<file path="config.mk">
export PLATFORM = sky130hd
export DESIGN_NAME = chroma_key_ctrl
export DESIGN_NICKNAME = d
export VERILOG_FILES = /design/src/rtl/chroma_pkg.sv /design/src/rtl/sync_edge.sv /design/src/rtl/chroma_key_ctrl.sv
export SDC_FILE = /design/constraint.sdc
export NUM_CORES = 1
export LEC_CHECK = 0
export BUFFER_PORTS_ARGS = -buffer_cell sky130_fd_sc_hd__buf_4
export CORE_MARGIN = 5
export CORE_UTILIZATION = 56
export CTS_CLUSTER_DIAMETER = 80
export DETAILED_ROUTE_END_ITERATION = 8
export PLACE_DENSITY_LB_ADDON = 0.2
export SYNTH_ARGS = -nofsm -noshare
export SYNTH_HDL_FRONTEND = slang
export SYNTH_SLANG_ARGS = --single-unit
</file>
<file path="constraint.sdc">
create_clock -name clk -period 2.2 [get_ports clk]
set_input_delay 0.11 -clock clk [delete_from_list [all_inputs] [get_ports clk]]
set_output_delay 0.11 -clock clk [all_outputs]
set_load 0.05 [all_outputs]
</file>
<file path="src/rtl/chroma_pkg.sv">
// Shared chroma-key types, reset defaults and step helpers.
// Used by the key controller and by the chroma key datapath.
package chroma_pkg;

  typedef enum logic [1:0] {
    KEY_OFF   = 2'b00,
    KEY_GREEN = 2'b01,
    KEY_BLUE  = 2'b10
  } key_sel_t;

  typedef enum logic [1:0] {
    F_COLOR  = 2'd0,
    F_MIN    = 2'd1,
    F_MARGIN = 2'd2
  } edit_field_t;

  localparam logic [3:0] DEF_MIN_C    = 4'd5;
  localparam logic [3:0] DEF_MARGIN_C = 4'd3;

  // Colour cycles OFF -> GREEN -> BLUE -> OFF on up, reverse on down.
  function automatic key_sel_t col_step(key_sel_t c, logic up);
    case (c)
      KEY_OFF:   col_step = up ? KEY_GREEN : KEY_BLUE;
      KEY_GREEN: col_step = up ? KEY_BLUE  : KEY_OFF;
      default:   col_step = up ? KEY_OFF   : KEY_GREEN;
    endcase
  endfunction

  function automatic logic [3:0] sat_step(logic [3:0] v, logic up);
    if (up) sat_step = (v == 4'd15) ? v : v + 4'd1;
    else    sat_step = (v == 4'd0)  ? v : v - 4'd1;
  endfunction

endpackage

</file>
<file path="src/rtl/sync_edge.sv">
// Two-flop synchronizer with rise/fall detect on the registered pair.
// RST_VAL matches the input's idle level so reset release makes no edge.
module sync_edge #(
  parameter logic RST_VAL = 1'b0
) (
  input  logic clk,
  input  logic reset,
  input  logic in,
  output logic rise,
  output logic fall
);

  logic s1, s2;

  always_ff @(posedge clk or posedge reset) begin
    if (reset) begin
      s1 <= RST_VAL;
      s2 <= RST_VAL;
    end else begin
      s1 <= in;
      s2 <= s1;
    end
  end

  assign rise = s1 & ~s2;
  assign fall = ~s1 & s2;

endmodule

</file>
<file path="src/rtl/chroma_key_ctrl.sv">
// Button-driven chroma key config editor; working config is committed
// to the active outputs only at the start of vertical blanking.
module chroma_key_ctrl
  import chroma_pkg::*;
#(
  parameter logic [3:0] DEF_MIN    = DEF_MIN_C,
  parameter logic [3:0] DEF_MARGIN = DEF_MARGIN_C
) (
  input  logic       clk,
  input  logic       reset,
  input  logic       btn_next,
  input  logic       btn_up,
  input  logic       btn_down,
  input  logic       v_sync,
  output logic [1:0] key_sel,
  output logic [3:0] key_min,
  output logic [3:0] key_margin,
  output logic       cfg_update,
  output logic [1:0] edit_field,
  output logic       dirty
);

  localparam int NUM_IN = 4;
  localparam int I_NEXT = 0, I_UP = 1, I_DOWN = 2, I_VS = 3;
  // v_sync idles high, buttons idle low.
  localparam logic [NUM_IN-1:0] SYNC_RST = 4'b1000;

  logic [NUM_IN-1:0] sync_in, rise, fall;
  assign sync_in = {v_sync, btn_down, btn_up, btn_next};

  for (genvar i = 0; i < NUM_IN; i++) begin : g_sync
    sync_edge #(.RST_VAL(SYNC_RST[i])) u_sync (
      .clk  (clk),
      .reset(reset),
      .in   (sync_in[i]),
      .rise (rise[i]),
      .fall (fall[i])
    );
  end

  logic unused_edges;
  assign unused_edges = ^{fall[I_DOWN:I_NEXT], rise[I_VS]};

  edit_field_t field_q, field_d;
  key_sel_t    w_col, w_col_d;
  logic [3:0]  w_min, w_min_d, w_mar, w_mar_d;
  logic        dirty_d, commit, edit;

  assign edit_field = field_q;

  always_comb begin
    field_d = field_q;
    if (rise[I_NEXT]) begin
      case (field_q)
        F_COLOR: field_d = F_MIN;
        F_MIN:   field_d = F_MARGIN;
        default: field_d = F_COLOR;
      endcase
    end
  end

  always_comb begin
    w_col_d = w_col;
    w_min_d = w_min;
    w_mar_d = w_mar;
    dirty_d = dirty;
    commit  = fall[I_VS] & dirty;
    // next wins; simultaneous up+down cancels out.
    edit    = ~rise[I_NEXT] & (rise[I_UP] ^ rise[I_DOWN]);
    if (commit) dirty_d = 1'b0;
    if (edit) begin
      case (field_q)
        F_COLOR: w_col_d = col_step(w_col, rise[I_UP]);
        F_MIN:   w_min_d = sat_step(w_min, rise[I_UP]);
        default: w_mar_d = sat_step(w_mar, rise[I_UP]);
      endcase
    end
    // Edit after commit keeps the new edit pending.
    if ({w_col_d, w_min_d, w_mar_d} != {w_col, w_min, w_mar}) dirty_d = 1'b1;
  end

  always_ff @(posedge clk or posedge reset) begin
    if (reset) field_q <= F_COLOR;
    else       field_q <= field_d;
  end

  always_ff @(posedge clk or posedge reset) begin
    if (reset) begin
      w_col      <= KEY_GREEN;
      w_min      <= DEF_MIN;
      w_mar      <= DEF_MARGIN;
      key_sel    <= KEY_GREEN;
      key_min    <= DEF_MIN;
      key_margin <= DEF_MARGIN;
      cfg_update <= 1'b0;
      dirty      <= 1'b0;
    end else begin
      w_col      <= w_col_d;
      w_min      <= w_min_d;
      w_mar      <= w_mar_d;
      dirty      <= dirty_d;
      cfg_update <= commit;
      if (commit) begin
        key_sel    <= w_col;
        key_min    <= w_min;
        key_margin <= w_mar;
      end
    end
  end

endmodule

</file>
==> results of run 1 <==
==> placed cells by master, fill, tap and decap left out, types with 2 or more instances in the layout <==
cell type                       instances
sky130_fd_sc_hd__o21ai_1                3
sky130_fd_sc_hd__o21ai_0               12
sky130_fd_sc_hd__nor3_1                 2
sky130_fd_sc_hd__nand2_1               32
sky130_fd_sc_hd__dlygate4sd3_1          5
sky130_fd_sc_hd__dfrtp_1               20
sky130_fd_sc_hd__xnor2_1                3
sky130_fd_sc_hd__clkbuf_8               2
sky130_fd_sc_hd__nand3_1                6
sky130_fd_sc_hd__nand2b_1               6
sky130_fd_sc_hd__clkbuf_4               5
sky130_fd_sc_hd__nor2_1                 4
sky130_fd_sc_hd__or4_1                  2
sky130_fd_sc_hd__buf_4                 20
sky130_fd_sc_hd__dfstp_2               12
sky130_fd_sc_hd__inv_1                  7
sky130_fd_sc_hd__a21oi_1                4
sky130_fd_sc_hd__a31oi_1                4
sky130_fd_sc_hd__nand4_1                3
sky130_fd_sc_hd__ha_1                   4
==> cells by family after synthesis <==
kind of cell | share of synthesized area [%]
simple gates | 20.92
buf+inv | 4.247
compound gates | 15.23
flops | 52.24
fa+ha+maj | 3.205
mux | 0.7211
xor+xnor | 3.446
==> flip-flops by register name, indices dropped and copies added, names as in the netlist <==
| name | count |
|---|---|
| cfg_update | 1 |
| dirty | 1 |
| edit_field | 2 |
| g_sync.u_sync.s1 | 4 |
| g_sync.u_sync.s2 | 4 |
| key_margin | 4 |
| key_min | 4 |
| key_sel | 2 |
| w_col | 2 |
| w_mar | 4 |
| w_min | 4 |
==> per-layer routing <==
metal	up-vias	part of all wire (%)	track usage [%]
met3	7	6.5	5.576
met4	0	2.0	5.836
li1	579	-	-
met1	544	47	21.53
met5	-	0	0
met2	32	45	25.00
==> layout make-up <==
class,count,area (µm²),area share (%)
clock buffer,7,65.06,3.506
clock inverter,1,30.03,1.618
timing repair buffer,25,200.2,10.79
tap,31,38.79,2.090
inverter,7,26.28,1.416
multi-input combinational,108,679.4,36.61
sequential,32,815.8,43.96
==> worst reg2reg max path: cells and delay by family, from the launching register on <==
| kind | cells | cell delay [ns] |
|---|---|---|
| buffers and inverters | 1 | 0.09 |
| flip-flops | 1 | 0.40 |
| AO/OA/AOI/OAI | 1 | 0.23 |
| AND/OR/NAND/NOR | 2 | 0.71 |
| adder cells (fa/ha/maj) | 1 | 0.23 |
==> through the flow <==
| stage | instances | setup WS (ns) | utilization (%) |
|---|---|---|---|
| finish | 211 | 0.4249 | 68.47 |
| global route | 211 | 0.3102 | 68.47 |
| CTS | 211 | 0.4422 | 68.47 |
| detailed placement | 198 | 0.4678 | 63.11 |
| global placement | 198 | 0.5061 | 63.11 |
| floorplan | 153 | 0.5918 | - |
==> final timing paths <==
kind,startpoint,to,slack [ns],cells past startpoint
worst min-delay path,g_sync[3].u_sync.s1$_DFF_PP1_,g_sync[3].u_sync.s2$_DFF_PP1_,0.37,0
min in group asynchronous,reset,w_mar[3]$_DFF_PP0_,0.43,4
max in group asynchronous,reset,g_sync[3].u_sync.s1$_DFF_PP1_,1.46,4
worst max register to register,w_mar[0]$_DFF_PP1_,dirty$_DFFE_PP0P_,0.42,5
worst min register to register,g_sync[3].u_sync.s1$_DFF_PP1_,g_sync[3].u_sync.s2$_DFF_PP1_,0.37,0
worst max-delay path,w_mar[0]$_DFF_PP1_,dirty$_DFFE_PP0P_,0.42,5
==> power groups by stage <==
| stage | Clock [mW] | Combinational [mW] | Sequential [mW] |
|---|---|---|---|
| finish | 0.496 | 1.24 | 1.07 |
| global route | 0.548 | 1.36 | 1.11 |
| CTS | 0.511 | 1.25 | 1.06 |
| floorplan | 0 | 0.595 | 1.39 |
| global placement | 0 | 1.21 | 1.06 |
| detailed placement | 0 | 1.23 | 1.08 |
==> results.md, run 1 <==
- Proportion of register bits with asynchronous set or reset after synthesis: 100.0%
- Clock network fraction of design power: 17.7%
- Initial core utilization: 57.62%
- Maximum number of pins on one net before global-route repair: 33
- Peak ir drop on the vdd network: 1.197 mV
- Largest area contributor in the netlist: sky130_fd_sc_hd__dfrtp_1
- DR iter-0 viols: 56
- Fraction of power spent switching nets: 43.25%
- Detail Placement HPWL: 2066 µm
- Main area contributors after synthesis: sky130_fd_sc_hd__dfrtp_1 32%, sky130_fd_sc_hd__dfstp_2 20%, sky130_fd_sc_hd__nand2_1 7.7%
- Clock Skews: 0.003645 ns
- Final setup violation count: 0
- Post-layout net count: 189
- Max-capacitance violation count: 0
- Internal power contribution: 1.591 mW
- Sequential cell fraction of total power: 38.1%
- Transition time at the pin with the least slew margin: 0.5245 ns
- Classification of the worst-slack hold path: reg -> reg
- Classification of the worst setup path: reg -> reg
- Number of port buffers: 19
- Via count of the first global-routing pass: 1172
- Proportion of layout cells with a drive suffix above 1: 26.67%
- Top cell family by delay on the critical path: simple AND/OR/NAND/NOR gates
- Drt pass-1 iters: 4
- Register area share after synthesis: 52.24%
- Post-detailed-routing wire length: 2860 µm
- Post-CTS setup buffers: 0
- Vias after detailed routing: 1162
- DIE AREA: 0.003944 mm²
- Run status: complete, no violations
- Power after layout: 2.803 mW
- Mean Syn Cell Area: 10.21 µm²
- Number of enable flip-flop cells after synthesis: 0
- Diode insertion count for antenna repair: 0
- Placed Area: 0.001710 mm²
- Final number of hold-violating endpoints: 0
- Element type at the critical path end: flip-flop
- Initial antenna violation count: 0
- WP data required: 2.41 ns
- Count of hold-fix buffers inserted at cts: 5
- Finished layout cell area: 0.001856 mm²
- Top cells by instance count after synthesis: 32 x sky130_fd_sc_hd__nand2_1, 20 x sky130_fd_sc_hd__dfrtp_1, 12 x sky130_fd_sc_hd__dfstp_2, 12 x sky130_fd_sc_hd__o21ai_0, 7 x sky130_fd_sc_hd__inv_1
- First-pass GRT wire length: 5223 µm
- Number of buffers inserted during clock tree synthesis: 5
- Latest clock arrival within the worst-skew pair: 0.32 ns
- Row cnt: 19
- Final critical path time including I/O delays and setup: 1.775 ns
- Die height: 62.81 µm
- Avg Vias per Cell: 5.507
- Post-detailed-route DRC marker count: 0
- Type of element launching the critical path: flip-flop
- Unrepaired setup endpoints after global routing: false
- Max_slew headroom: 65.03%
- Chain of cells forming the critical path: inv_1, ha_1, or4b_4, or2_0, a32o_1
- Routed wire length per instance: 13.55 µm
- Post-route setup TNS: 0 ns
- Routability-driven placement congestion ratio: 0.8721
- Synthesized flop and latch total: 32
- Number of instances in the synthesized netlist: 153
- NetSw: 1.212 mW
- TritonCTS clock tree: yes
- Slowest cell on crit path: sky130_fd_sc_hd__or4b_4
- Io pins: 20
- H-tree levels: 2
- Mapped cell area: 0.001561 mm²
- Clock sinks: 32
- Leak Pwr: 0.8493 nW
- Total of cells resized after clock tree synthesis: 0
- Cell with the most instances after synthesis: sky130_fd_sc_hd__nand2_1
- Floorplan core area: 0.002710 mm²
- Synth cell types: 42
- Buffers & Inverters on Critical Path: 1
- CTS Root Buffer Type: sky130_fd_sc_hd__clkbuf_4
- Final hold slack: 0.3746 ns
- Comb power frac: 44.2%
- CP max stage delay: 0.49 ns
- Tot GR Track Use: 16.36%
- Clock transition at the register clock pins on the worst setup and hold paths after CTS: 0.10 ns
- Worst path arrival time: 1.99 ns
- Number of buffers between clock root and the deepest sink: 2
- Pins over their slew limit: 0
- Synthesized net count: 163
- Filler cells: 208
- FMAX: 563.3 MHz
- Share of the synthesized area in the top cell type: 32.05%
- Syn-to-layout area delta: 18.83%
- Post-route ant nets: 0
- Final critical-path share of the clock period: 80.69%
- Worst Path Max Fanout: 5
- Ys Warns: 0
- Main flop type after synthesis: sky130_fd_sc_hd__dfrtp_1
- X dimension of the die: 62.81 µm
- Power per Cell Area: 1511 mW/mm²
- Total grt overflow: 0
Note: power is estimated with default switching activity, not from simulation.
==> run 2: changes to the inputs <==
==> constraint.sdc (replaced) <==
create_clock -name clk -period 1.8 [get_ports clk]
set_input_delay 0.09 -clock clk [delete_from_list [all_inputs] [get_ports clk]]
set_output_delay 0.09 -clock clk [all_outputs]
set_load 0.05 [all_outputs]
==> results.md, run 2 (synthesis results as in run 1) <==
- Final critical path time including I/O delays and setup: 1.704 ns (-0.07128 ns)
- Clock sinks: 32 (unchanged)
- Final number of hold-violating endpoints: 0 (unchanged)
- Leak Pwr: 0.8494 nW (about the same)
- Post-detailed-route DRC marker count: 0 (unchanged)
- Syn-to-layout area delta: 19.23%
- Routed wire length per instance: 14.15 µm (+4.4%)
- Post-detailed-routing wire length: 3014 µm (+5.4%)
- Unrepaired setup endpoints after global routing: false
- DR iter-0 viols: 28 (-50%)
- Max_slew headroom: 74.84% (+9.8 points)
- Pins over their slew limit: 0 (unchanged)
- Power per Cell Area: 1817 mW/mm² (+20%)
- Post-route ant nets: 0 (unchanged)
- Avg Vias per Cell: 5.648 (+2.6%)
- Maximum number of pins on one net before global-route repair: 33 (unchanged)
- DIE AREA: 0.003944 mm² (unchanged)
- Worst path arrival time: 1.92 ns (-0.07 ns)
- Beginning of the critical path: w_mar[0]$_DFF_PP1_
- Chain of cells forming the critical path: inv_1, ha_2, or4b_4, or2_0, a32o_1
- First-pass GRT wire length: 5195 µm (-0.54%)
- TritonCTS clock tree: yes
- Element type at the critical path end: flip-flop
- Most frequent standard cell in the layout excluding fill and tap cells: sky130_fd_sc_hd__nand2_1
- Post-layout net count: 191 (+1.1%)
- Latest clock arrival within the worst-skew pair: 0.33 ns (about the same)
- CP max stage delay: 0.46 ns (-0.03 ns)
- Tot GR Track Use: 16.71% (+0.35 points)
- Routability-driven placement congestion ratio: 0.9247 (+6.0%)
- Number of buffers between clock root and the deepest sink: 2 (unchanged)
- Top library cells by usage in the layout, fill and taps aside: 32 x sky130_fd_sc_hd__nand2_1, 22 x sky130_fd_sc_hd__buf_4, 20 x sky130_fd_sc_hd__dfrtp_1, 12 x sky130_fd_sc_hd__o21ai_0, 12 x sky130_fd_sc_hd__dfstp_2
- Via count of the first global-routing pass: 1162 (-0.85%)
- X dimension of the die: 62.81 µm (unchanged)
- Diode insertion count for antenna repair: 0 (unchanged)
- Power after layout: 3.383 mW (+21%)
- Source of the worst register-to-register timing path: w_mar[0]$_DFF_PP1_
- Clock Skews: 0.009408 ns (+0.005762 ns)
- Post-route setup TNS: 0 ns (unchanged)
- Classification of the worst setup path: reg -> reg
- Post-CTS setup buffers: 0 (unchanged)
- WP data required: 2.02 ns (-0.39 ns)
- Hold_sp: g_sync[3].u_sync.s1$_DFF_PP1_
- Filler cells: 219 (+5.3%)
- CTS Root Buffer Type: sky130_fd_sc_hd__clkbuf_4
- Drt pass-1 iters: 5 (+1)
- Number of placed instances, taps included: 200 (+1.0%)
- Initial core utilization: 57.62% (unchanged)
- Run status: complete, no violations
- Multi-input logic area: 689.4 µm² (+1.5%)
- Vias after detailed routing: 1203 (+3.5%)
- Number of port buffers: 19 (unchanged)
- Die height: 62.81 µm (unchanged)
- Clock transition at the register clock pins on the worst setup and hold paths after CTS: 0.10 ns (about the same)
- FMAX: 586.9 MHz (+4.2%)
- Initial antenna violation count: 0 (unchanged)
- Number of buffers inserted during clock tree synthesis: 5 (unchanged)
- Transition time at the pin with the least slew margin: 0.3774 ns (-0.1471 ns)
- Max-capacitance violation count: 0 (unchanged)
- Peak ir drop on the vdd network: 1.369 mV (+14%)
- Proportion of layout cells with a drive suffix above 1: 28.02% (+1.4 points)
- Detail Placement HPWL: 2253 µm (+9.1%)
- Worst Path Max Fanout: 5 (unchanged)
- H-tree levels: 2 (unchanged)
- Sequential standard cell area: 815.8 µm² (unchanged)
- Post-route non-filler standard cell count: 213 (+0.95%)
- Final critical-path share of the clock period: 94.66% (+14 points)
- Floorplan core area: 0.002710 mm² (unchanged)
- Final setup violation count: 0 (unchanged)
- Io pins: 20 (unchanged)
- Type of element launching the critical path: flip-flop
- Classification of the worst-slack hold path: reg -> reg
- Row cnt: 19 (unchanged)
- Total grt overflow: 0 (unchanged)
- Slowest cell on crit path: sky130_fd_sc_hd__or4b_4
-- run 2: cell count changes in the layout (fill, tap and decap cells not counted), sizes merged --
cell / before / now
clkinv: 0 / 1
buf: 20 / 22
clkbuf: 7 / 6
-- run 2: worst max-delay path: cells and delay by family, from the launching register on --
| family | cells | cell delay [ns] |
|---|---|---|
| DFF | 1 | 0.40 |
| AOI/OAI and AO/OA | 1 | 0.23 |
| and+or+nand+nor | 2 | 0.68 |
| buffers and inverters | 1 | 0.08 |
| adders and majority gates | 1 | 0.22 |
-- run 2: stage by stage --
| stage | worst slack (ns) | area (µm²) | util, % | hold WS, ns |
|---|---|---|---|---|
| 6_report | 0.09615 | 1862 | 68.70 | 0.3741 |
| 5_1_grt | 0.02403 | 1862 | 68.70 | 0.3837 |
| 4_1_cts | 0.06655 | 1852 | 68.33 | 0.3746 |
| 3_5_place_dp | 0.06853 | 1725 | 63.67 | 0.1961 |
| 3_3_place_gp | 0.1600 | 1725 | 63.67 | 0.1899 |
| 2_1_floorplan | 0.1918 | 1562 | - | 0.09448 |
-- run 2: power breakdown --
| group | internal (mW) | switching [mW] | leakage, nW | total [mW] |
|---|---|---|---|---|
| clock | 0.291 | 0.229 | 0.0422 | 0.520 |
| sequential | 1.04 | 0.263 | 0.376 | 1.31 |
| combinational | 0.554 | 1.00 | 0.431 | 1.56 |
-- run 2: repair_timing --
| item | CTS | global route |
|---|---|---|
| hold endpoints to repair | 24 | 0 |
| endpoints found under the setup margin | 0 | 2 |
| resized for setup | 0 | 2 |
| hold buffers | 5 | 0 |
-- run 2: cell type report --
| cell class | count | area share [%] |
|---|---|---|
| clock buffers | 6 | 2.218 |
| clock inverters | 2 | 1.882 |
| inverters | 7 | 1.411 |
| multi-input cells | 108 | 37.03 |
| flip-flops and latches | 32 | 43.82 |
| well taps | 31 | 2.083 |
| repair buffers | 27 | 11.56 |
-- run 2: path summary, 6_finish.rpt --
path,slack (ns),to,depth (start not counted)
max in group asynchronous,1.09,w_mar[0]$_DFF_PP1_,4
worst min register to register,0.37,g_sync[3].u_sync.s2$_DFF_PP1_,0
worst max-delay path,0.1,dirty$_DFFE_PP0P_,5
min in group asynchronous,0.39,key_margin[2]$_DFFE_PP0P_,4
worst min-delay path,0.37,g_sync[3].u_sync.s2$_DFF_PP1_,0
worst max register to register,0.1,dirty$_DFFE_PP0P_,5
-- run 2: layer usage --
layer,track usage (%),share of wire [%]
met1,20.30,41
met2,25.78,48
met3,7.374,8.9
met4,6.897,2.5
met5,0,0
